[src/rtl/counter_display_pkg.sv]
// Shared types, constants and helpers for the counter display stage:
// converter states, BCD payload layout and 7-segment glyph lookup.
package counter_display_pkg;

  localparam int unsigned BIN_W      = 8;
  localparam int unsigned BCD_W      = 12;
  localparam int unsigned NIB_W      = 4;
  localparam int unsigned NUM_DIGITS = 3;
  localparam int unsigned SEG_W      = 7;
  localparam int unsigned AN_W       = 4;
  localparam int unsigned ITER_W     = 3;

  typedef enum logic [1:0] {
    ST_IDLE  = 2'd0,
    ST_SHIFT = 2'd1,
    ST_DONE  = 2'd2
  } conv_state_t;

  typedef struct packed {
    logic [NIB_W-1:0] hundreds;
    logic [NIB_W-1:0] tens;
    logic [NIB_W-1:0] ones;
  } bcd_t;

  localparam logic [SEG_W-1:0] SEG_BLANK = 7'h7F;
  localparam logic [AN_W-1:0]  AN_OFF    = 4'hF;

  // Active-low g..a patterns, entry 0 in the least significant slot.
  localparam logic [9:0][SEG_W-1:0] GLYPH_TABLE = {
    7'h10, 7'h00, 7'h78, 7'h02, 7'h12,
    7'h19, 7'h30, 7'h24, 7'h79, 7'h40
  };

  // Double-dabble correction: bump every nibble >= 5 by 3 before the shift.
  function automatic logic [BCD_W-1:0] dd_adjust(input logic [BCD_W-1:0] s);
    logic [BCD_W-1:0] r;
    r = s;
    for (int i = 0; i < int'(NUM_DIGITS); i++) begin
      if (s[NIB_W*i +: NIB_W] >= 4'd5) begin
        r[NIB_W*i +: NIB_W] = s[NIB_W*i +: NIB_W] + 4'd3;
      end
    end
    return r;
  endfunction

  function automatic logic [SEG_W-1:0] glyph(input logic [NIB_W-1:0] d);
    return (d <= 4'd9) ? GLYPH_TABLE[d] : SEG_BLANK;
  endfunction

endpackage

[src/rtl/bin2bcd_seq.sv]
// Sequential 8-bit binary to 3-digit BCD converter (shift-add-3), one
// iteration per clock; re-converts whenever the input differs from the last result.
module bin2bcd_seq
  import counter_display_pkg::*;
(
  input  logic             clk,
  input  logic             clr,
  input  logic [BIN_W-1:0] c,
  output logic [BCD_W-1:0] bcd,
  output logic             busy
);

  conv_state_t       state_q, state_d;
  logic [BIN_W-1:0]  bin_q, bin_d;
  logic [BIN_W-1:0]  cap_q, cap_d;
  logic [BIN_W-1:0]  last_q, last_d;
  logic [BCD_W-1:0]  scratch_q, scratch_d;
  logic [ITER_W-1:0] iter_q, iter_d;
  logic [BCD_W-1:0]  bcd_d;
  logic              busy_d;
  logic [BCD_W-1:0]  adj;

  always_ff @(posedge clk or negedge clr) begin
    if (!clr) begin
      state_q   <= ST_IDLE;
      bin_q     <= '0;
      cap_q     <= '0;
      last_q    <= '0;
      scratch_q <= '0;
      iter_q    <= '0;
      bcd       <= '0;
      busy      <= 1'b0;
    end else begin
      state_q   <= state_d;
      bin_q     <= bin_d;
      cap_q     <= cap_d;
      last_q    <= last_d;
      scratch_q <= scratch_d;
      iter_q    <= iter_d;
      bcd       <= bcd_d;
      busy      <= busy_d;
    end
  end

  assign adj = dd_adjust(scratch_q);

  // Next-state and datapath update for the converter.
  always_comb begin
    state_d   = state_q;
    bin_d     = bin_q;
    cap_d     = cap_q;
    last_d    = last_q;
    scratch_d = scratch_q;
    iter_d    = iter_q;
    bcd_d     = bcd;
    busy_d    = busy;

    unique case (state_q)
      ST_IDLE: begin
        if (c != last_q) begin
          bin_d     = c;
          cap_d     = c;
          scratch_d = '0;
          iter_d    = '0;
          busy_d    = 1'b1;
          state_d   = ST_SHIFT;
        end
      end
      ST_SHIFT: begin
        {scratch_d, bin_d} = {adj[BCD_W-2:0], bin_q, 1'b0};
        iter_d = iter_q + ITER_W'(1);
        if (iter_q == ITER_W'(BIN_W - 1)) begin
          state_d = ST_DONE;
        end
      end
      ST_DONE: begin
        bcd_d   = scratch_q;
        last_d  = cap_q;
        busy_d  = 1'b0;
        state_d = ST_IDLE;
      end
      default: begin
        state_d = ST_IDLE;
      end
    endcase
  end

endmodule

[src/rtl/counter_display.sv]
// Display stage for counter_8bit: converts the count to BCD and scans three
// digits of a common-anode 7-segment display with leading-zero blanking.
module counter_display
  import counter_display_pkg::*;
#(
  parameter int unsigned REFRESH_DIV = 4
) (
  input  logic             clk,
  input  logic             clr,
  input  logic [BIN_W-1:0] c,
  output logic [BCD_W-1:0] bcd,
  output logic             busy,
  output logic [SEG_W-1:0] seg,
  output logic [AN_W-1:0]  an
);

  localparam int unsigned CNT_W = (REFRESH_DIV > 1) ? $clog2(REFRESH_DIV) : 1;

  logic [CNT_W-1:0] refresh_q, refresh_d;
  logic [1:0]       digit_q, digit_d, digit_nxt;
  logic [SEG_W-1:0] seg_d, seg_sel;
  logic [AN_W-1:0]  an_d;
  logic             wrap;
  bcd_t             digits;

  bin2bcd_seq u_bin2bcd (
    .clk  (clk),
    .clr  (clr),
    .c    (c),
    .bcd  (bcd),
    .busy (busy)
  );

  assign digits    = bcd_t'(bcd);
  assign wrap      = (refresh_q == CNT_W'(REFRESH_DIV - 1));
  assign digit_nxt = (digit_q == 2'd2) ? 2'd0 : digit_q + 2'd1;

  // Glyph for the digit about to be lit; blanks leading zeros.
  always_comb begin
    seg_sel = glyph(digits.ones);
    unique case (digit_nxt)
      2'd1:    seg_sel = (digits.hundreds == '0 && digits.tens == '0) ? SEG_BLANK
                                                                      : glyph(digits.tens);
      2'd2:    seg_sel = (digits.hundreds == '0) ? SEG_BLANK : glyph(digits.hundreds);
      default: seg_sel = glyph(digits.ones);
    endcase
  end

  always_comb begin
    refresh_d = refresh_q + CNT_W'(1);
    digit_d   = digit_q;
    seg_d     = seg;
    an_d      = an;
    if (wrap) begin
      refresh_d = '0;
      digit_d   = digit_nxt;
      seg_d     = seg_sel;
      an_d      = AN_OFF ^ (AN_W'(1) << digit_nxt);
    end
  end

  always_ff @(posedge clk or negedge clr) begin
    if (!clr) begin
      refresh_q <= '0;
      digit_q   <= 2'd0;
      seg       <= GLYPH_TABLE[0];
      an        <= 4'b1110;
    end else begin
      refresh_q <= refresh_d;
      digit_q   <= digit_d;
      seg       <= seg_d;
      an        <= an_d;
    end
  end

endmodule

[config.mk]
export PLATFORM = sky130hd
export DESIGN_NAME = counter_display
export DESIGN_NICKNAME = d
export VERILOG_FILES = /design/src/rtl/counter_display_pkg.sv /design/src/rtl/bin2bcd_seq.sv /design/src/rtl/counter_display.sv
export SDC_FILE = /design/constraint.sdc
export NUM_CORES = 1
export LEC_CHECK = 0
export BUFFER_PORTS_ARGS = -buffer_cell sky130_fd_sc_hd__buf_2
export CORE_MARGIN = 1
export CORE_UTILIZATION = 55
export DETAILED_ROUTE_END_ITERATION = 6
export GPL_ROUTABILITY_DRIVEN = 1
export PLACE_DENSITY = 0.79
export REMOVE_ABC_BUFFERS = 1
export SLEW_MARGIN = 20
export SYNTH_ARGS = -nofsm -noshare
export SYNTH_HDL_FRONTEND = slang
export SYNTH_HIERARCHICAL = 1
export SYNTH_SLANG_ARGS = --single-unit
[constraint.sdc]
create_clock -name clk -period 2.1 [get_ports clk]
set_input_delay 0.105 -clock clk [delete_from_list [all_inputs] [get_ports clk]]
set_output_delay 0.105 -clock clk [all_outputs]
set_load 0.02 [all_outputs]
After elaboration in Yosys (flattened, before gate mapping)
Memories as Yosys holds them, arrays and structs flattened.
Cells that the tools add are included.
{"block": "op_classes", "add_sub_neg": 6, "magnitude_cmp": 9, "n_eq_ne": 10, "n_shift": 1, "n_mux": 25, "bitwise_logic": 1, "n_reduce_logical": 10}
{"operator": "$mux 7", "n": 8}
{"operator": "$pmux 12 s2", "n": 1}
{"operator": "$pmux 8 s2", "n": 1}
{"operator": "$lt 4x5->1 const B", "n": 3}
{"operator": "$pmux 7 s2", "n": 1}
{"operator": "$ge 4x3->1 const B", "n": 3}
{"operator": "$le 4x4->1 const B", "n": 3}
{"operator": "$mux 12", "n": 1}
{"operator": "$add 4x2->4 const B", "n": 2}
{"operator": "$eq 2x2->1 const B", "n": 4}
{"operator": "$logic_not 4->1", "n": 2}
{"operator": "$mux 2", "n": 4}
{"operator": "$mux 4", "n": 2}
{"operator": "$mux 8", "n": 1}
{"operator": "$ne 8x8->1", "n": 1}
{"operator": "$reduce_and 2->1", "n": 4}
{"operator": "$mux 3", "n": 2}
{"operator": "$pmux 3 s2", "n": 1}
{"operator": "$add 2x1->2 const B", "n": 2}
{"operator": "$eq 2x1->1 const B", "n": 2}
{"operator": "$ne 2x1->1 const B", "n": 2}
{"operator": "$not 4->4", "n": 1}
{"operator": "$pmux 2 s2", "n": 1}
{"operator": "$reduce_bool 2->1", "n": 2}
{"operator": "other kinds (8)", "n": 8}
{"block": "word_totals", "register_bits": 69, "rom_bits": 336, "input_bits": 10, "output_inout_bits": 24, "memories": 3}
{"name": "(name not given)", "depth": 16, "width": 7, "read_ports": 1, "rd_ports_with_merged_regs": 0, "wr": 0, "line_no": "counter_display_pkg.sv:47", "source": "return (d <= 4'd9) ? GLYPH_TABLE[d] : SEG_BLANK;"}
{"name": "(name not given)", "depth": 16, "width": 7, "read_ports": 1, "rd_ports_with_merged_regs": 0, "wr": 0, "line_no": "counter_display_pkg.sv:47"}
{"name": "(name not given)", "depth": 16, "width": 7, "read_ports": 1, "rd_ports_with_merged_regs": 0, "wr": 0, "line_no": "counter_display_pkg.sv:47"}

Logic depth before layout (Yosys ltp)
Gate-level depths: netlist (run 1).
{"block": "logic_depth", "ltp_word": 5, "ltp_mapped": 6, "ltp_nobuf": 6}

By module
The synthesis (run 1) kept the hierarchy.
{"module": "bin2bcd_seq", "n_inst": 1, "cells_each": 201, "area_each_um2": 2424.8}
{"module": "counter_display", "n_inst": 1, "cells_each": 140, "area_each_um2": 1255.0}

Worst setup path after synthesis (run 1)
No wires, ideal clock.
{"block": "synth_path", "path_kind": "flip-flop to flip-flop", "from": "register u_bin2bcd.bcd[8]", "to": "register seg[0]", "setup_time_ns": 0.126, "t_arrival_ns": 1.789, "path_slack_ns": 0.185, "stages_incl_launch_ff": 7, "path_buffers": 0, "path_cell_list": "dfrtp_1 inv_1 ha_1 nor3b_2 a32o_1 o21a_1 o32a_1"}
{"block": "synth_between", "elab_chain_len": 5}
{"item": "start: declaration", "line_no": "bin2bcd_seq.sv:9", "source": "output logic [BCD_W-1:0] bcd,"}
{"item": "start signal: assignment", "line_no": "bin2bcd_seq.sv:31", "source": "bcd <= '0;"}
{"item": "start signal: assignment", "line_no": "bin2bcd_seq.sv:40", "source": "bcd <= bcd_d;"}
{"item": "$mem_v2 16x7"}
{"item": "$mux 7 (not written as such)", "line_no": "counter_display_pkg.sv:47"}
{"item": "$mux 7", "line_no": "counter_display_pkg.sv:47"}
{"item": "$mux 7", "line_no": "counter_display.sv:44", "source": "2'd2: seg_sel = (digits.hundreds == '0) ? SEG_BLANK : glyph(digits.hundreds);"}
{"item": "$pmux 7 s2 (*)", "line_no": "counter_display.sv:41", "source": "unique case (digit_nxt)"}
{"item": "end signal: assignment", "line_no": "counter_display.sv:66", "source": "seg <= GLYPH_TABLE[0];"}
{"item": "end signal: assignment", "line_no": "counter_display.sv:71", "source": "seg <= seg_d;"}
{"item": "end: declaration", "line_no": "counter_display.sv:13", "source": "output logic [SEG_W-1:0] seg,"}
Mark *: on every way between the ends. The rest lies on a longest branch, timed or not. The select of a mux whose other input is x is not followed.
A chain may end at the register's enable or synchronous reset.

Worst setup path after layout (run 1)
Same ends and word-level chain as after synthesis.

==> key figures, run 1 <==
STA
  – Final Hold Vio Count: 0
  – Crit share post-route: 0.932
  – Fin Setup TNS: 0 ns
  – Hold_ws: 0.0365 ns
  – Max Slew Vio Count: 0
  – RSZ-0062 raised after global routing: false
  – FMAX: 511 MHz
  – Clk_skew: 0.00831 ns
  – Post-route setup slack: 0.143 ns
  – Max_slew headroom: 0.441
  – Final min period: 1.96 ns
  – Slew @ Worst Pin: 0.838 ns
  – Final setup viols: 0

Detailed routing
  – Via count: 2642
  – Average wire per cell in the routed design: 15.4 um
  – Drt via density: 5.74
  – Antenna viol nets, final: 0
  – DRC errors left: 0
  – Pre-antenna DRT Iters: 4
  – DR iter-0 viols: 94
  – Routed WL: 7.07 mm

Setup path
  – Worst R2R Path Depth: 6
  – CP peak stage delay: 0.46 ns
  – Reg-to-reg slack, setup: 0.14 ns
  – Worst R2R End: seg[0]
  – Cell class contributing the biggest share of worst-path delay: compound AO/OA/AOI/OAI gates
  – Arr. time, crit path: 2.18 ns
  – Crit Path Max Fanout: 6
  – Startpoint types: register
  – Critical Path End: seg[0]
  – Cell Chain, Critical Path: inv_1 -> ha_1 -> nor3b_2 -> a32o_1 -> o21a_1 -> o32a_1
  – Worst setup path startpoint: u_bin2bcd/bcd[8]
  – Critical Path End Type: register
  – Crit. path cell count: 6
  – Reg-to-Reg Start: u_bin2bcd/bcd[8]
  – Setup CP Type: register to register
  – Slowest cell on the critical path: dfrtp_1
  – WP buf/inv: 1
  – Required @ worst endpoint: 2.33 ns

Floorplanning
  – # IOs: 34
  – Cell row count: 29
  – Initial Util: 0.576
  – Core Box Area: 0.00639 mm2
  – Chip width: 83.8 um
  – Overall die height: 83.8 um
  – Die Footprint: 0.00702 mm2

Finish
  – Number of antenna diodes: 0
  – Fill cell count: 505
  – Final #Nets: 412
  – Area Growth Syn to Fin: 12.6%
  – Fin cells: 460
  – Post-route cell area: 0.00415 mm2
  – Share of cells above drive strength 1: 0.253

Worst hold path
  – Hold crit path type: primary input to register

Logic synthesis
  – Synth Instances: 341
  – Cell taking the most area after synthesis: dfrtp_1
  – Yosys warns: 6
  – Flip-flop and latch count after synthesis: 69
  – Most used DFF post-synth: dfrtp_1
  – Async set-reset flop share out of synthesis: 1.00
  – Unique cell type count in the Yosys netlist: 54
  – Sequential element share of the synthesized area: 0.471
  – Number of flops mapped to enable cells by yosys: 0
  – Area contributors post-synth: dfrtp_1 (44%), mux2_2 (8.6%), ha_1 (8.2%), nand2_1 (3.2%), o21ai_0 (3.0%)
  – Avg Cell Area, Syn: 10.8 um2
  – Post-Syn Area: 0.00368 mm2
  – Top cell type's share of synthesized area: 0.442

Clock tree
  – CTS tree: yes
  – Clk pin slew, worst setup/hold paths: 0.08 ns
  – H-tree Lvls: 3
  – Worst-Skew Late Latency: 0.34 ns
  – Maximum clock path buffer count: 2
  – Num CTS Buffers: 9
  – CTS Sinks: 69
  – Postcts setup bufs: 0
  – CTS root buf: clkbuf_8

Place
  – Port buffer count: 33
  – DP Wirelength: 5.00 mm
  – Post-Place Cells: 443
  – Total placed instance area: 0.00393 mm2
  – Final Wtd Congestion: 0.888
  – Pre-CTS WS: 0.178 ns

Outcome
  – Status: complete, no violations

GRT
  – First-pass GRT wire length: 12.4 mm
  – Initial antenna violation count: 0
  – Vias in the first global route: 2690
  – Total track usage: 0.222
  – GRT Residual Overflow: 0
  – Largest net degree at the start of global routing: 55

Pwr
  – Clk network pwr share: 0.184
  – Leak pwr: 1.86 nW
  – Peak VDD IR: 0.000755 V
  – Net switching power: 0.00234 W
  – Switching portion of total power: 0.389
  – Gate power share: 0.427
  – Cell Int Power: 0.00367 W
  – Power Density: 1450 mW/mm2
  – Sequential power share: 0.389

Job
  – Maxcap violations: 0
==> metrics by stage <==
stage                     utilization  power, W
final                           0.649   0.00601
after global routing            0.649   0.00648
after CTS                       0.649   0.00604
after detailed placement        0.616   0.00492
after global placement          0.616   0.00478
after floorplan                     -   0.00418
==> placed cells by master (no fill, tap or decap), types with 3 or more instances in the layout <==
| cell | count |
|---|---|
| dfrtp_1 | 65 |
| or2_2 | 3 |
| o21ai_0 | 22 |
| nor2b_1 | 4 |
| inv_1 | 17 |
| a21oi_1 | 14 |
| nand2b_1 | 9 |
| xnor2_1 | 11 |
| mux2_2 | 28 |
| nand2_1 | 31 |
| dfstp_2 | 4 |
| buf_2 | 33 |
| and2_1 | 8 |
| clkbuf_8 | 11 |
| ha_1 | 24 |
| nor4b_1 | 3 |
| o22ai_1 | 5 |
| buf_4 | 8 |
| a221o_1 | 8 |
| nor2_1 | 14 |
| a31oi_1 | 7 |
==> metal layers <==
| metal | vias to the layer above | global-route usage | routed length, um | share of wire |
|---|---|---|---|---|
| li1 | 1288 | - | - | - |
| met1 | 1273 | 0.275 | 3110 | 0.44 |
| met2 | 65 | 0.379 | 3530 | 0.50 |
| met3 | 16 | 0.0336 | 270 | 0.038 |
| met4 | 0 | 0.111 | 156 | 0.022 |
| met5 | - | 0 | 0 | 0 |
==> worst reg2reg max path, delay by kind of cell (launching register included) <==
family / cells / cell delay, ns
AO/OA/AOI/OAI: 3 / 0.82
adder cells (fa/ha/maj): 1 / 0.26
flip-flops: 1 / 0.46
buffers and inverters: 1 / 0.12
AND/OR/NAND/NOR: 1 / 0.18
==> timing repair <==
item                                   CTS  global route
resized for setup                        0             0
hold buffers                             1             0
endpoints found under the hold margin   15             0
==> logic make-up after synthesis <==
kind of cell,synth area share
buffers and inverters,0.0415
adder cells (fa/ha/maj),0.0816
XOR/XNOR,0.0309
AND/OR/NAND/NOR,0.116
AO/OA/AOI/OAI,0.169
flip-flops,0.471
multiplexers,0.0911
==> worst min-delay path by stage <==
| stage | start | endpoint | slack [ns] | cells past startpoint |
|---|---|---|---|---|
| after floorplan | clr | an[0] | -0.19 | 0 |
| after global placement | clr | an[0] | 0.04 | 1 |
| after detailed placement | clr | digit_q[1] | 0.04 | 1 |
| after CTS | c[2] | u_bin2bcd/bin_q[2] | 0.03 | 2 |
| after global routing | c[6] | u_bin2bcd/bin_q[6] | 0.04 | 2 |
| final | c[0] | u_bin2bcd/bin_q[0] | 0.04 | 2 |
==> cell usage after synthesis (4+ instances only) <==
library cell / n
inv_1: 17
buf_2: 8
mux2_2: 28
a31oi_1: 7
nand2_1: 31
a21oi_1: 14
o21ai_0: 22
a221o_1: 8
xnor2_1: 11
dfstp_2: 4
dfrtp_1: 65
and2_1: 8
clkbuf_1: 7
ha_1: 24
o22ai_1: 5
nor2b_1: 4
nand2b_1: 9
nor2_1: 14
==> sequential cells by signal, indices dropped and copies added, names as in the netlist <==
name                 cells
u_bin2bcd/busy           1
an                       4
refresh_q                2
u_bin2bcd/state_q        2
u_bin2bcd/last_q         8
seg                      7
u_bin2bcd/bcd           12
u_bin2bcd/scratch_q     12
u_bin2bcd/cap_q          8
u_bin2bcd/iter_q         3
digit_q                  2
u_bin2bcd/bin_q          8
==> power by group through the flow <==
stage | registers (W) | clock network, W | logic [W]
2_1_floorplan | 0.00244 | 0 | 0.00174
3_3_place_gp | 0.00232 | 0 | 0.00246
3_5_place_dp | 0.00236 | 0 | 0.00256
4_1_cts | 0.00234 | 0.00113 | 0.00258
5_1_grt | 0.00242 | 0.00118 | 0.00288
6_report | 0.00234 | 0.00111 | 0.00256
==> layout make-up <==
class,count,area (um2),share of cell area
tap,77,96.3,0.0232
clock buffer,13,159,0.0383
multi-input combinational,238,1800,0.433
clock inverter,3,43.8,0.0106
timing repair buffer,43,255,0.0616
inverter,17,63.8,0.0154
sequential,69,1730,0.418
(Power assumes the default switching activity.)
==> run 2, diff against run 1 <==
CORE_UTILIZATION = 54   (was 55)
MAX_ROUTING_LAYER = met4   (was not set)
PLACE_DENSITY = 0.8   (was 0.79)
clock period = 1.57 ns   (was 2.1 ns; I/O delays follow)
==> key figures, run 2 (synthesis results as in run 1) <==
GRT
  – Vias in the first global route: 3006 (+12%)
  – GR Util met3: 0.0482 (+0.0146)
  – GRT Residual Overflow: 0 (unchanged)
  – Busiest grt layer: met2
  – First-pass GRT wire length: 14.0 mm (+13%)
  – Total track usage: 0.256 (+0.0338)
  – Largest net degree at the start of global routing: 70 (+27%)
  – Met1 global-route usage: 0.289 (+0.0142)
  – Initial antenna violation count: 0 (unchanged)
  – GR Layer Usage met2: 0.441 (+0.0613)

Floorplanning
  – Initial Util: 0.570 (-0.00647)
  – Chip width: 84.6 um (+0.90%)
  – Core Box Area: 0.00646 mm2 (+1.1%)
  – Cell row count: 29 (unchanged)
  – Die Footprint: 0.00715 mm2 (+1.8%)
  – Overall die height: 84.6 um (+0.90%)
  – # IOs: 34 (unchanged)

Outcome
  – Violated checks: design-rule violations, negative setup slack
  – Status: finished, violations left

Finish
  – FF+latch area: 0.00173 mm2 (unchanged)
  – Share of cells above drive strength 1: 0.419 (+0.166)
  – Most common cell after layout, fill and taps aside: dfrtp_1
  – Fill cell count: 438 (-13%)
  – Area Growth Syn to Fin: 27.6%
  – Number of antenna diodes: 0 (unchanged)
  – Multi-input gate area: 0.00205 mm2 (+14%)
  – Layout Utilization: 0.727 (+0.0781)
  – Final #Nets: 452 (+9.7%)
  – Largest regs: u_bin2bcd/bcd: 12 flops, u_bin2bcd/scratch_q: 12 flops
  – Most frequent cells in the layout: dfrtp_1 (65), buf_4 (42), buf_2 (33)

Clock tree
  – Clk pin slew, worst setup/hold paths: 0.07 ns (about the same)
  – H-tree Lvls: 3 (unchanged)
  – Num CTS Buffers: 9 (unchanged)
  – CTS tree: yes
  – Maximum clock path buffer count: 2 (unchanged)
  – CTS Sinks: 69 (unchanged)
  – CTS root buf: clkbuf_8
  – Worst-Skew Late Latency: 0.34 ns (about the same)

Worst hold path
  – WHS Endpoint: u_bin2bcd/bin_q[3]
  – Hold Path Stages: 2 (unchanged)
  – Hold crit path type: primary input to register
  – Worst hold start: c[3]

Place
  – Final Wtd Congestion: 0.914 (+2.9%)
  – Pre-CTS WS: -0.230 ns (-0.408 ns)
  – Port buffer count: 33 (unchanged)
  – DP Wirelength: 5.64 mm (+13%)

Detailed routing
  – Via count: 2950 (+12%)
  – Average wire per cell in the routed design: 17.4 um (+13%)
  – DRC errors left: 10 (+10)
  – Antenna viol nets, final: 0 (unchanged)
  – DR iter-0 viols: 139 (+48%)
  – Drt via density: 5.91 (+2.9%)
  – Routed WL: 8.69 mm (+23%)
  – Pre-antenna DRT Iters: 6 (+2)

STA
  – Final Hold Vio Count: 0 (unchanged)
  – RSZ-0062 raised after global routing: true
  – FMAX: 601 MHz (+18%)
  – Post-route setup slack: -0.0928 ns (-0.235 ns)
  – Final setup viols: 16 (+16)
  – Clk_skew: 0.00799 ns (-0.000319 ns)
  – Final min period: 1.66 ns (-0.295 ns)
  – Crit share post-route: 1.06 (+0.127)
  – Slew @ Worst Pin: 0.660 ns (-0.178 ns)
  – Max Slew Vio Count: 0 (unchanged)
  – Max_slew headroom: 0.558 (+0.117)
  – Fin Setup TNS: -0.896 ns (-0.896 ns)

Job
  – Maxcap violations: 0 (unchanged)

Setup path
  – Crit Path Max Fanout: 5 (-1)
  – Critical Path End Type: register
  – Required @ worst endpoint: 1.80 ns (-0.53 ns)
  – Reg-to-Reg Start: u_bin2bcd/bcd[9]
  – Worst R2R End: seg[2]
  – Worst R2R Path Depth: 6 (unchanged)
  – Setup CP Type: register to register
  – Startpoint types: register
  – Arr. time, crit path: 1.89 ns (-0.29 ns)
  – Reg-to-reg slack, setup: -0.09 ns (-0.24 ns)

Pwr
  – Leak pwr: 2.13 nW (+15%)
  – Power Density: 1990 mW/mm2 (+37%)
  – Peak VDD IR: 0.000987 V (+31%)
[run 2: changes by cell type in the layout (fill, tap and decap cells not counted), sizes merged]
cell    delta
clkinv     -1
buf       +40
[run 2: report_power, final]
part	total (W)	internal, W	switching [W]
Combinational	0.00494	0.00244	0.00250
Clock	0.00134	0.000726	0.000618
Sequential	0.00307	0.00248	0.000584
[run 2: worst max-delay path, stage by stage, from the launching register on]
cell and delay, ns:
dfrtp_1 0.39, buf_4 0.15, ha_2 0.17, or2_2 0.30
a21oi_2 0.15, o21ai_1 0.09, o32a_1 0.30
[run 2: through the flow]
| stage | power [W] | instance area [um2] | hold WS [ns] | cells |
|---|---|---|---|---|
| after detailed placement | 0.00711 | 4200 | 0.128 | 478 |
| after global placement | 0.00688 | 4200 | 0.125 | 478 |
| after floorplan | 0.00559 | 3590 | -0.217 | 324 |
| after global routing | 0.00993 | 4700 | 0.0228 | 499 |
| final | 0.00935 | 4700 | 0.0273 | 499 |
| after CTS | 0.00898 | 4590 | 0.0109 | 497 |
[run 2: worst max-delay path by stage]
stage	slack, ns	from	end
final	-0.09	u_bin2bcd/bcd[9]	seg[2]
after global routing	-0.15	u_bin2bcd/last_q[2]	u_bin2bcd/cap_q[3]
after CTS	-0.07	u_bin2bcd/bcd[9]	seg[2]
after detailed placement	-0.23	u_bin2bcd/bcd[0]	seg[2]
after global placement	-0.19	u_bin2bcd/bcd[8]	seg[0]
after floorplan	-0.35	u_bin2bcd/bcd[8]	seg[0]
[run 2: repair_timing]
item                                    4_1_cts  5_1_grt
resized for setup                            52       24
pin swaps                                    16        6
hold buffers                                  1        0
endpoints found under the setup margin       36       34
endpoints found under the hold margin        65        0
setup buffers                                 3        2
[run 2: cell type report]
| type | count | area share |
|---|---|---|
| clock buffers | 13 | 0.0296 |
| clock inverters | 2 | 0.00746 |
| inverters | 17 | 0.0136 |
| multi-input cells | 238 | 0.437 |
| flip-flops and latches | 69 | 0.369 |
| well taps | 77 | 0.0205 |
| repair buffers | 83 | 0.123 |
[run 2: per-layer routing]
layer | vias up | part of all wire
met5 | - | 0
met4 | 0 | 0.036
met3 | 32 | 0.048
met2 | 104 | 0.52
met1 | 1443 | 0.39
li1 | 1371 | -
